`config.mk`:
```
export PLATFORM = sky130hd
export DESIGN_NAME = pmt_pulse_conditioner
export DESIGN_NICKNAME = d
export VERILOG_FILES = /design/src/rtl/fluorescence_pkg.sv /design/src/rtl/pmt_pulse_conditioner_sat_counter.sv /design/src/rtl/pmt_pulse_conditioner.sv
export SDC_FILE = /design/constraint.sdc
export NUM_CORES = 1
export LEC_CHECK = 0
export CORE_UTILIZATION = 56
export CTS_BUF_LIST = sky130_fd_sc_hd__clkbuf_16
export DETAILED_ROUTE_END_ITERATION = 10
export HOLD_SLACK_MARGIN = 0.03
export PLACE_DENSITY_LB_ADDON = 0.15
export SETUP_SLACK_MARGIN = 0.4
export SLEW_MARGIN = 20
export SYNTH_ARGS = -nofsm -noshare
export SYNTH_HDL_FRONTEND = slang
export SYNTH_SLANG_ARGS = --single-unit
export TNS_END_PERCENT = 10
```
`constraint.sdc`:
```
create_clock -name clock_50_mhz -period 5.7 [get_ports clock_50_mhz]
set_input_delay 1.14 -clock clock_50_mhz [delete_from_list [all_inputs] [get_ports clock_50_mhz]]
set_output_delay 1.14 -clock clock_50_mhz [all_outputs]
set_load 0.02 [all_outputs]
```
`src/rtl/fluorescence_pkg.sv`:
```
// Shared definitions for the fluorescence front-end slice.
//   pmt_state_t          : pulse-qualification FSM states
//   DEFAULT_COUNT_WIDTH  : default width of diagnostic counters
//   CLK_HZ               : system clock frequency (clock_50_mhz)
package fluorescence_pkg;

  localparam int unsigned CLK_HZ              = 50_000_000;
  localparam int unsigned DEFAULT_COUNT_WIDTH = 32;

  typedef enum logic [1:0] {
    IDLE    = 2'd0,
    QUALIFY = 2'd1,
    DEAD    = 2'd2
  } pmt_state_t;

endpackage

```
`src/rtl/pmt_pulse_conditioner_sat_counter.sv`:
```
// Saturating up-counter with synchronous clear.
//   clock_50_mhz : system clock
//   reset        : synchronous active-high reset, zeroes the count
//   inc          : count up by one (held at all-ones once saturated)
//   clear        : synchronous zero; wins over a coincident inc
//   count        : current value
module sat_counter
  import fluorescence_pkg::*;
#(
  parameter int unsigned COUNT_WIDTH = DEFAULT_COUNT_WIDTH
) (
  input  logic                   clock_50_mhz,
  input  logic                   reset,
  input  logic                   inc,
  input  logic                   clear,
  output logic [COUNT_WIDTH-1:0] count
);

  always_ff @(posedge clock_50_mhz) begin
    if (reset || clear) begin
      count <= '0;
    end else if (inc && (count != '1)) begin
      count <= count + COUNT_WIDTH'(1);
    end
  end

endmodule

```
`src/rtl/pmt_pulse_conditioner.sv`:
```
// PMT pulse conditioner: synchronises the raw discriminator output,
// rejects short glitches, applies non-paralyzable dead-time, tags each
// accepted photon with the modulation phase and suppresses photons close
// to light-source transitions.
//   clock_50_mhz      : system clock
//   reset             : synchronous active-high reset
//   pmt_in            : raw asynchronous discriminator output
//   light_source_flag : modulation phase (clock_50_mhz domain)
//   clear_counts      : synchronous clear of the four diagnostic counters
//   pulse_strobe      : one-cycle strobe per accepted photon
//   pulse_phase       : phase tag, valid with pulse_strobe, 0 otherwise
//   accepted_count    : strobes emitted
//   glitch_count      : edges rejected as too short
//   deadtime_count    : edges rejected during dead-time
//   blank_count       : qualified pulses suppressed by blanking
module pmt_pulse_conditioner
  import fluorescence_pkg::*;
#(
  parameter int unsigned SYNC_STAGES = 2,
  parameter int unsigned MIN_WIDTH   = 2,
  parameter int unsigned DEAD_TIME   = 10,
  parameter int unsigned EDGE_BLANK  = 25,
  parameter int unsigned COUNT_WIDTH = DEFAULT_COUNT_WIDTH
) (
  input  logic                   clock_50_mhz,
  input  logic                   reset,
  input  logic                   pmt_in,
  input  logic                   light_source_flag,
  input  logic                   clear_counts,
  output logic                   pulse_strobe,
  output logic                   pulse_phase,
  output logic [COUNT_WIDTH-1:0] accepted_count,
  output logic [COUNT_WIDTH-1:0] glitch_count,
  output logic [COUNT_WIDTH-1:0] deadtime_count,
  output logic [COUNT_WIDTH-1:0] blank_count
);

  localparam int unsigned WIDTH_W = $clog2(MIN_WIDTH + 1);
  localparam int unsigned DEAD_W  = $clog2(DEAD_TIME + 1);
  localparam int unsigned BLANK_W = $clog2(EDGE_BLANK + 2);

  localparam logic [WIDTH_W-1:0] MIN_L     = WIDTH_W'(MIN_WIDTH);
  localparam logic [DEAD_W-1:0]  DEAD_L    = DEAD_W'(DEAD_TIME);
  localparam logic [BLANK_W-1:0] BLANK_MAX = BLANK_W'(EDGE_BLANK);

  // Synchroniser and edge detect
  logic [SYNC_STAGES-1:0] sync_chain;
  logic                   sync_level;
  logic                   prev_level;
  logic                   pulse_edge;

  assign sync_level = sync_chain[SYNC_STAGES-1];
  assign pulse_edge = sync_level && !prev_level;

  always_ff @(posedge clock_50_mhz) begin
    if (reset) begin
      sync_chain <= '0;
      prev_level <= 1'b0;
    end else begin
      sync_chain <= {sync_chain[SYNC_STAGES-2:0], pmt_in};
      prev_level <= sync_level;
    end
  end

  // Blanking window: cycles since the last light-source transition,
  // saturating at EDGE_BLANK.
  logic               flag_prev;
  logic [BLANK_W-1:0] blank_cnt;
  logic               in_blank;

  assign in_blank = (blank_cnt < BLANK_MAX);

  always_ff @(posedge clock_50_mhz) begin
    if (reset) begin
      flag_prev <= 1'b0;
      blank_cnt <= '0;
    end else begin
      flag_prev <= light_source_flag;
      if (light_source_flag != flag_prev) begin
        blank_cnt <= '0;
      end else if (blank_cnt < BLANK_MAX) begin
        blank_cnt <= blank_cnt + BLANK_W'(1);
      end
    end
  end

  // Qualification FSM
  pmt_state_t         state, state_next;
  logic [WIDTH_W-1:0] width_cnt, width_next;
  logic [DEAD_W-1:0]  dead_cnt, dead_next;
  logic               tag_q, tag_next;
  logic               blanked_q, blanked_next;
  logic               strobe_next, phase_next;
  logic               qualify, q_tag, q_blanked;
  logic               inc_accepted, inc_glitch, inc_deadtime, inc_blank;

  always_ff @(posedge clock_50_mhz) begin
    if (reset) begin
      state        <= IDLE;
      width_cnt    <= '0;
      dead_cnt     <= '0;
      tag_q        <= 1'b0;
      blanked_q    <= 1'b0;
      pulse_strobe <= 1'b0;
      pulse_phase  <= 1'b0;
    end else begin
      state        <= state_next;
      width_cnt    <= width_next;
      dead_cnt     <= dead_next;
      tag_q        <= tag_next;
      blanked_q    <= blanked_next;
      pulse_strobe <= strobe_next;
      pulse_phase  <= phase_next;
    end
  end

  always_comb begin
    state_next   = state;
    width_next   = width_cnt;
    dead_next    = dead_cnt;
    tag_next     = tag_q;
    blanked_next = blanked_q;
    strobe_next  = 1'b0;
    phase_next   = 1'b0;
    qualify      = 1'b0;
    q_tag        = tag_q;
    q_blanked    = blanked_q;
    inc_accepted = 1'b0;
    inc_glitch   = 1'b0;
    inc_deadtime = 1'b0;
    inc_blank    = 1'b0;

    case (state)
      IDLE: begin
        if (pulse_edge) begin
          tag_next     = light_source_flag;
          blanked_next = in_blank;
          width_next   = WIDTH_W'(1);
          // With MIN_WIDTH=1 the edge cycle itself qualifies, so the
          // capture must bypass the tag/blank registers.
          if (MIN_WIDTH == 1) begin
            qualify   = 1'b1;
            q_tag     = light_source_flag;
            q_blanked = in_blank;
          end else begin
            state_next = QUALIFY;
          end
        end
      end
      QUALIFY: begin
        if (!sync_level) begin
          inc_glitch = 1'b1;
          state_next = IDLE;
        end else if ((width_cnt + WIDTH_W'(1)) == MIN_L) begin
          qualify = 1'b1;
        end else begin
          width_next = width_cnt + WIDTH_W'(1);
        end
      end
      DEAD: begin
        if (pulse_edge) begin
          inc_deadtime = 1'b1;
        end
        if (dead_cnt == DEAD_L) begin
          state_next = IDLE;
        end else begin
          dead_next = dead_cnt + DEAD_W'(1);
        end
      end
      default: state_next = IDLE;
    endcase

    if (qualify) begin
      state_next = DEAD;
      dead_next  = '0;
      if (q_blanked) begin
        inc_blank = 1'b1;
      end else begin
        strobe_next  = 1'b1;
        phase_next   = q_tag;
        inc_accepted = 1'b1;
      end
    end
  end

  // Diagnostic counters
  sat_counter #(.COUNT_WIDTH(COUNT_WIDTH)) u_accepted_count (
    .clock_50_mhz (clock_50_mhz),
    .reset        (reset),
    .inc          (inc_accepted),
    .clear        (clear_counts),
    .count        (accepted_count)
  );

  sat_counter #(.COUNT_WIDTH(COUNT_WIDTH)) u_glitch_count (
    .clock_50_mhz (clock_50_mhz),
    .reset        (reset),
    .inc          (inc_glitch),
    .clear        (clear_counts),
    .count        (glitch_count)
  );

  sat_counter #(.COUNT_WIDTH(COUNT_WIDTH)) u_deadtime_count (
    .clock_50_mhz (clock_50_mhz),
    .reset        (reset),
    .inc          (inc_deadtime),
    .clear        (clear_counts),
    .count        (deadtime_count)
  );

  sat_counter #(.COUNT_WIDTH(COUNT_WIDTH)) u_blank_count (
    .clock_50_mhz (clock_50_mhz),
    .reset        (reset),
    .inc          (inc_blank),
    .clear        (clear_counts),
    .count        (blank_count)
  );

endmodule

```
Word-level counts from Yosys, hierarchy flattened
Cells that the tools add are included.
Operators by class
  add/subtract/negate cells: 7
  magnitude comparators: 1
  equal/unequal tests: 17
  multiplexer cells: 19
  bitwise logic cells: 2
  reductions and logical operators: 17
Operator list (count)
  adder 32 x 1 -> 32 bit (second input constant): 4
  != test 32 bit (second input constant): 4
  two-way mux 2 bit: 6
  two-way mux 1 bit: 11
  != test 2 bit (second input constant): 5
  != test 3 bit (second input constant): 3
  case mux 2 bit (3 select lines): 1
  AND reduction 3 bit: 2
  adder 5 x 1 -> 5 bit (second input constant): 1
  logical AND 1 bit: 5
  < comparator 5 bit (second input constant): 1
  adder 4 x 1 -> 4 bit (second input constant): 1
  equality test 2 bit (second input constant): 2
  equality test 4 bit (second input constant): 1
  case mux 2 bit (2 select lines): 1
  AND reduction 2 bit: 2
  AND reduction 4 bit: 1
  OR reduction 2 bit: 2
  OR reduction 3 bit: 1
  adder 2 x 1 -> 2 bit (second input constant): 1
  equality test 2 x 1 -> 1 bit (second input constant): 1
  logical NOT 2 bit: 1
  NOT 1 bit: 2
  nonzero test 2 bit: 1
  3 further kinds: 3
Word-level totals
  register bits: 149
  input bits: 5
  output and inout bits: 130

Longest topological paths before layout
Gate-level depths: netlist of run 1.
  depth after elaboration: 7
  mapped depth: 9

By module
A second synthesis of run 1 with hierarchy kept.
Unflattened totals
  cell total of the unflattened synthesis: 853
  area, all modules: 7688.6 um^2
Modules (own cells, without submodules)
  sat_counter: instances 4, cells each 189, area an instance 1681.6 um^2, sequential area each 640.6 um^2
  pmt_pulse_conditioner: instances 1, cells each 97, area an instance 962.2 um^2, sequential area each 420.4 um^2

Worst setup path after synthesis of run 1
No wires, ideal clock.
  path type: reg-to-reg
  from: register u_deadtime_count.count[19]
  to: register u_deadtime_count.count[8]
  data arrival time: 2.307 ns
  slack: 3.266 ns
  cell stages (with the launch flop): 9
  path buffers: 2
  period minus slack after synthesis: 2.434 ns
  cell sequence: dfxtp_1 -> nand4_2 -> or4_4 -> buf_6 -> or4b_4 -> buf_6 -> nand4_1 -> xor2_1 -> nor2_1
On the way
  longest elaborated chain between the ends: 2
Ends and longest elaborated chain
  from (decl): line pmt_pulse_conditioner_sat_counter.sv:16  | output logic [COUNT_WIDTH-1:0] count
  from (signal assigned): line pmt_pulse_conditioner_sat_counter.sv:23  | count <= count + COUNT_WIDTH'(1);
  != test 32 bit: line pmt_pulse_conditioner_sat_counter.sv:22  | end else if (inc && (count != '1)) begin
  logical AND 1 bit: line pmt_pulse_conditioner_sat_counter.sv:22
No other way between the ends.
A chain may end at the register's enable or synchronous reset.

Worst setup path after layout of run 1
  from: register u_glitch_count.count[21]
  to: output port glitch_count[21]
RTL lines
  from (decl): line pmt_pulse_conditioner_sat_counter.sv:16
  from (signal assigned): line pmt_pulse_conditioner_sat_counter.sv:23
  to (decl): line pmt_pulse_conditioner.sv:33  | output logic [COUNT_WIDTH-1:0] glitch_count,
No word-level cell between the ends.

==> flow_summary.yaml, run 1 <==
run_status:
  status: "finished clean"
clocking:
  clkSlewWorstSetupHoldPaths_ps: 50
  clkLatencyLatePin_ps: 420
  cts_tree: "yes"
  cts-resized-gates: 0
  post_cts_buffers: 0
  cts_num_sinks: 149
  numCtsBuffers: 17
  cts_hold_buf: 0
  root_buffer: "clkbuf_16"
  h-tree-depth: 4
  clock_path_buffers: 2
die:
  rows: 40
  die-area_mm2: 0.0132
  core_area_mm2: 0.0122
  num_io_pins: 135
  die_x_um: 115
  die_y_um: 115
  initial_core_util_pct: 58.2
sta:
  slew_headroom_pct: 30.0
  hold_viol: 0
  period_minus_slack_ps: 2690
  whs_ps: 443
  fin_skew_ps: 6.37
  tightest_slew_ps: 1040
  setup_violations: 0
  worst_slack_ps: 3010
  fin_crit_sh_pct: 47.1
  max_freq_mhz: 372
  finalSetupTns_ps: 0
  drv_slew: 0
  rsz0062_at_grt: "false"
worst_hold_path:
  holdPathStages: 1
  hp-class: "reg2reg"
critical_path:
  critPathMaxStageDelay_ps: 660
  start_kind: "flop"
  arrival_ps: 1550
  end_kind: "output port"
  worstPathBufferInverterCount: 1
  path_delay_family: "buffers and inverters"
  critPathKind: "reg2out"
  r2r_cells: 6
  required_ps: 4560
  crit_cells: 1
  path_max_fanout: 6
  path_cells: "clkdlybuf4s50_1"
  critPathSlowestCell: "clkdlybuf4s50_1"
logic_synthesis:
  synth_fp_nets: 862
  ys_ff_latch: 149
  syn_area_mm2: 0.00711
  synth_edf_count: 0
  postSynthAreaPerCell_um2: 8.38
  postSynth.asyncResetShare_pct: 0
  synthCells: 849
  synth_warnings: 0
  ys_seq_area_share_pct: 41.9
  synth_flop_cell: "dfxtp_1"
  synth_cell_types: 52
pwr:
  ir_drop_mv: 0.201
  powerDensity_mw_per_mm2: 228
  p_total_mw: 2.07
  p_leak_nw: 2.84
layout:
  final_cell_mix: "nor2_1 (150), dfxtp_1 (149), clkdlybuf4s50_1 (134)"
  syn_to_final_growth_pct: 27.6
  fin_util_pct: 74.3
  n_antenna_cell: 0
  drive_gt1_share_pct: 5.26
  mostFrequentLayoutCell: "nor2_1"
  nets: 988
drt:
  routed_via_density: 5.64
  drt_iter0_markers: 527
  wl_met2_mm: 7.99
  wirelength_met1_mm: 7.63
  wl_per_cell_um: 14.4
  route.detailed.drc: 0
  drt-total-wl_mm: 16.7
  wl_met3_um: 904
  vias: 6521
  drtAntennaViolNets: 0
  drt_first_pass_iters: 6
  top_layer_used: "met4"
global_route:
  first_global_vias: 5865
  grt_usage_pct: 25.9
  grt_pass1_wl_mm: 27.3
  antenna_found_initial: 0
  grt_max_degree: 51
  grt_overflow: 0
placed_design:
  dp_hpwl_mm: 11.6
  place_congestion: 0.884
  portBuffers: 134
  place_ws_ps: 2560
run:
  cap_violations: 0
==> final timing paths <==
check                                               from  slack (ps)                      to
worst max-delay path            u_glitch_count.count[21]        3010        glitch_count[21]
worst min-delay path                       sync_chain[0]         440           sync_chain[1]
worst max register to register    u_blank_count.count[4]        3040  u_blank_count.count[6]
worst min register to register             sync_chain[0]         440           sync_chain[1]
==> per-layer routing <==
metal | track usage (%) | up-vias
met3 | 5.40 | 15
met2 | 42.5 | 186
met1 | 33.6 | 3086
li1 | - | 3234
met4 | 9.09 | 0
met5 | 0 | -
==> per-stage QoR <==
stage               cell area (um^2)  instances
global route                    9080       1156
CTS                             9080       1156
floorplan                       7110        849
global placement                8550       1124
finish                          9080       1156
detailed placement              8550       1124
==> Yosys cell counts (2+ instances only) <==
| library cell | count | area share (%) |
|---|---|---|
| nor2b_1 | 6 | 0.53 |
| xnor2_1 | 42 | 5.2 |
| buf_6 | 3 | 0.47 |
| or3_1 | 15 | 1.3 |
| and4_1 | 13 | 1.6 |
| clkbuf_1 | 25 | 1.3 |
| nand2_1 | 48 | 2.5 |
| or2_2 | 7 | 0.62 |
| ha_1 | 8 | 1.4 |
| nand3_2 | 4 | 0.56 |
| nand3_1 | 61 | 4.3 |
| nor3b_1 | 2 | 0.21 |
| nor4_1 | 18 | 1.6 |
| and2_1 | 7 | 0.62 |
| xor2_1 | 71 | 8.7 |
| o31ai_1 | 2 | 0.21 |
| nand2b_1 | 5 | 0.44 |
| or4_1 | 5 | 0.53 |
| inv_1 | 19 | 1.0 |
| a211oi_1 | 5 | 0.53 |
| nand4_2 | 2 | 0.35 |
| mux2i_1 | 4 | 0.56 |
| nand4_1 | 58 | 5.1 |
| a31oi_1 | 3 | 0.26 |
| and3_1 | 20 | 1.8 |
| a21oi_1 | 21 | 1.5 |
| nor3_1 | 38 | 2.7 |
| nor2_1 | 150 | 7.9 |
| dfxtp_1 | 149 | 42 |
| o21ai_0 | 15 | 1.1 |
| or4_4 | 2 | 0.32 |
==> power by group <==
part	internal, mW	switching (mW)	total, mW
Combinational	0.00935	0.0224	0.0318
Sequential	1.05	0.00355	1.05
Clock	0.584	0.409	0.993
==> state kept, by name, indices dropped and copies added (netlist names), 2 cells and up <==
name and flops:
u_accepted_count.count 32, width_cnt 2, u_glitch_count.count 32, sync_chain 2, blank_cnt 5, u_blank_count.count 32, state 2, dead_cnt 4
u_deadtime_count.count 32
==> layout make-up <==
cell class,count,area (um^2)
clock inverters,15,98.8
fillers,998,3130
flip-flops and latches,149,2980
inverters,19,71.3
multi-input cells,652,3930
repair buffers,136,1360
well taps,168,210
clock buffers,17,425
==> cell families after synthesis <==
logic type      synth area share, %
fa+ha+maj                      1.41
compound gates                 4.57
mux                           0.721
simple gates                   34.6
xor+xnor                       13.9
flops                          41.9
buf+inv                        2.87
Note: power is estimated with default switching activity, not from simulation.
==> run 2: changes to the inputs <==
- CORE_UTILIZATION: 56 -> 52
- clock period: 5.7 -> 2.65 ns (I/O delays scaled with it)
==> run 2 against run 1 <==
Compared with the run above: clock-buffer cell count up 1; wire length increased by 1.4%; core utilization down 3.3 points; first-iteration DRC count is 15% lower; sequential power grew 110%; flip-flop and latch count stayed put; sequential share of layout area shrank 0.71 points; clock skew grew 2.8 ps; die area increased by 7.6%; via count is 0.52% lower; cell count up 2.7%; clock power increased by 140%; largest power group is now clock.
==> flow_summary.yaml, run 2 (same netlist as run 1, synthesis figures left out) <==
pwr:
  p_total_mw: 4.73
  powerDensity_mw_per_mm2: 501
  p_leak_nw: 3.03
  ir_drop_mv: 0.431
die:
  rows: 42
  die-area_mm2: 0.0141
  die_y_um: 119
  core_area_mm2: 0.0133
  initial_core_util_pct: 53.5
  num_io_pins: 135
  die_x_um: 119
drt:
  drt-total-wl_mm: 16.9
  routed_via_density: 5.47
  vias: 6487
  drt_first_pass_iters: 5
  wl_per_cell_um: 14.3
  route.detailed.drc: 0
  drt_iter0_markers: 450
  drtAntennaViolNets: 0
sta:
  hold_viol: 0
  setup_violations: 0
  period_minus_slack_ps: 2280
  drv_slew: 0
  fin_skew_ps: 9.14
  fin_crit_sh_pct: 86.0
  max_freq_mhz: 439
  rsz0062_at_grt: "true"
  tightest_slew_ps: 905
  worst_slack_ps: 370
  slew_headroom_pct: 38.9
  whs_ps: 432
  finalSetupTns_ps: 0
run_status:
  status: "finished clean"
layout:
  drive_gt1_share_pct: 10.9
  fin_util_pct: 71.0
  syn_to_final_growth_pct: 32.8
  n_antenna_cell: 0
  fin_area_mm2: 0.00944
  final_cell_mix: "nor2_1 (150), clkdlybuf4s50_1 (134), dfxtp_1 (119)"
  mostFrequentLayoutCell: "nor2_1"
  instances_no_fill: 1187
  nets: 1011
clocking:
  cts_hold_buf: 0
  clkSlewWorstSetupHoldPaths_ps: 60
  cts_num_sinks: 149
  clkLatencyLatePin_ps: 420
  numCtsBuffers: 17
  h-tree-depth: 4
  clock_path_buffers: 2
  root_buffer: "clkbuf_16"
  cts_tree: "yes"
critical_path:
  required_ps: 2960
  arrival_ps: 2590
  end_kind: "flop"
  start_kind: "flop"
  critPathKind: "reg2reg"
  worstReg2RegStart: "u_blank_count.count[14]"
  path_max_fanout: 7
  setup.worst_path.start: "u_blank_count.count[14]"
placed_design:
  place_area_mm2: 0.00881
  dp_hpwl_mm: 11.7
  dpl.cell_count: 1153
  portBuffers: 134
  place_ws_ps: 303
  place_congestion: 0.854
worst_hold_path:
  hp-class: "reg2reg"
  min-delay-start: "sync_chain[0]"
global_route:
  grt_overflow: 0
  grt_usage_pct: 24.7
  grt_pass1_wl_mm: 28.5
  first_global_vias: 6089
  antenna_found_initial: 0
  grt_max_degree: 55
run:
  cap_violations: 0
-- run 2: cell count changes in the layout (fill, tap and decap cells not counted), sizes merged --
cell | before | now
bufinv | 1 | 3
clkbuf | 17 | 18
clkinv | 10 | 8
buf | 2 | 25
clkinvlp | 2 | 1
-- run 2: area by class of cell --
type | count | area [um^2]
Multi-Input combinational cell | 652 | 3970
Fill cell | 1074 | 3850
Sequential cell | 149 | 3040
Timing Repair Buffer | 159 | 1550
Clock buffer | 18 | 450
Tap cell | 176 | 220
Clock inverter | 14 | 140
Inverter | 19 | 71.3
-- run 2: where the power goes --
part	internal, mW	switching, mW	leakage [nW]
Combinational	0.0268	0.0514	1.51
Clock	1.51	0.894	0.297
Sequential	2.24	0.00737	1.22
-- run 2: worst max-delay path, stage by stage (launching register included) --
cell and delay, ps:
dfxtp_2 370, nand4_1 170, or3_1 490, or4_1 580
buf_4 190, and3_1 190, xnor2_1 120, nor2_1 50
-- run 2: metal layers --
layer	wire (um)	part of all wire [%]	vias to the layer above	GRT usage, %
met5	0	0	-	0
met4	222	1.3	0	10.1
met3	716	4.2	22	5.08
met2	7880	47	161	39.7
met1	8120	48	3019	32.2
li1	-	-	3285	-
-- run 2: timing repair --
action	CTS	global route
setup endpoints to repair	21	76
hold endpoints to repair	0	0
pin swaps	0	2
setup buffers	0	2
resized for setup	1	5
-- run 2: final timing paths --
kind	end	slack, ps	depth (start not counted)
worst max-delay path	u_blank_count.count[2]	370	7
worst min-delay path	sync_chain[1]	430	1
worst max register to register	u_blank_count.count[2]	370	7
worst min register to register	sync_chain[1]	430	1
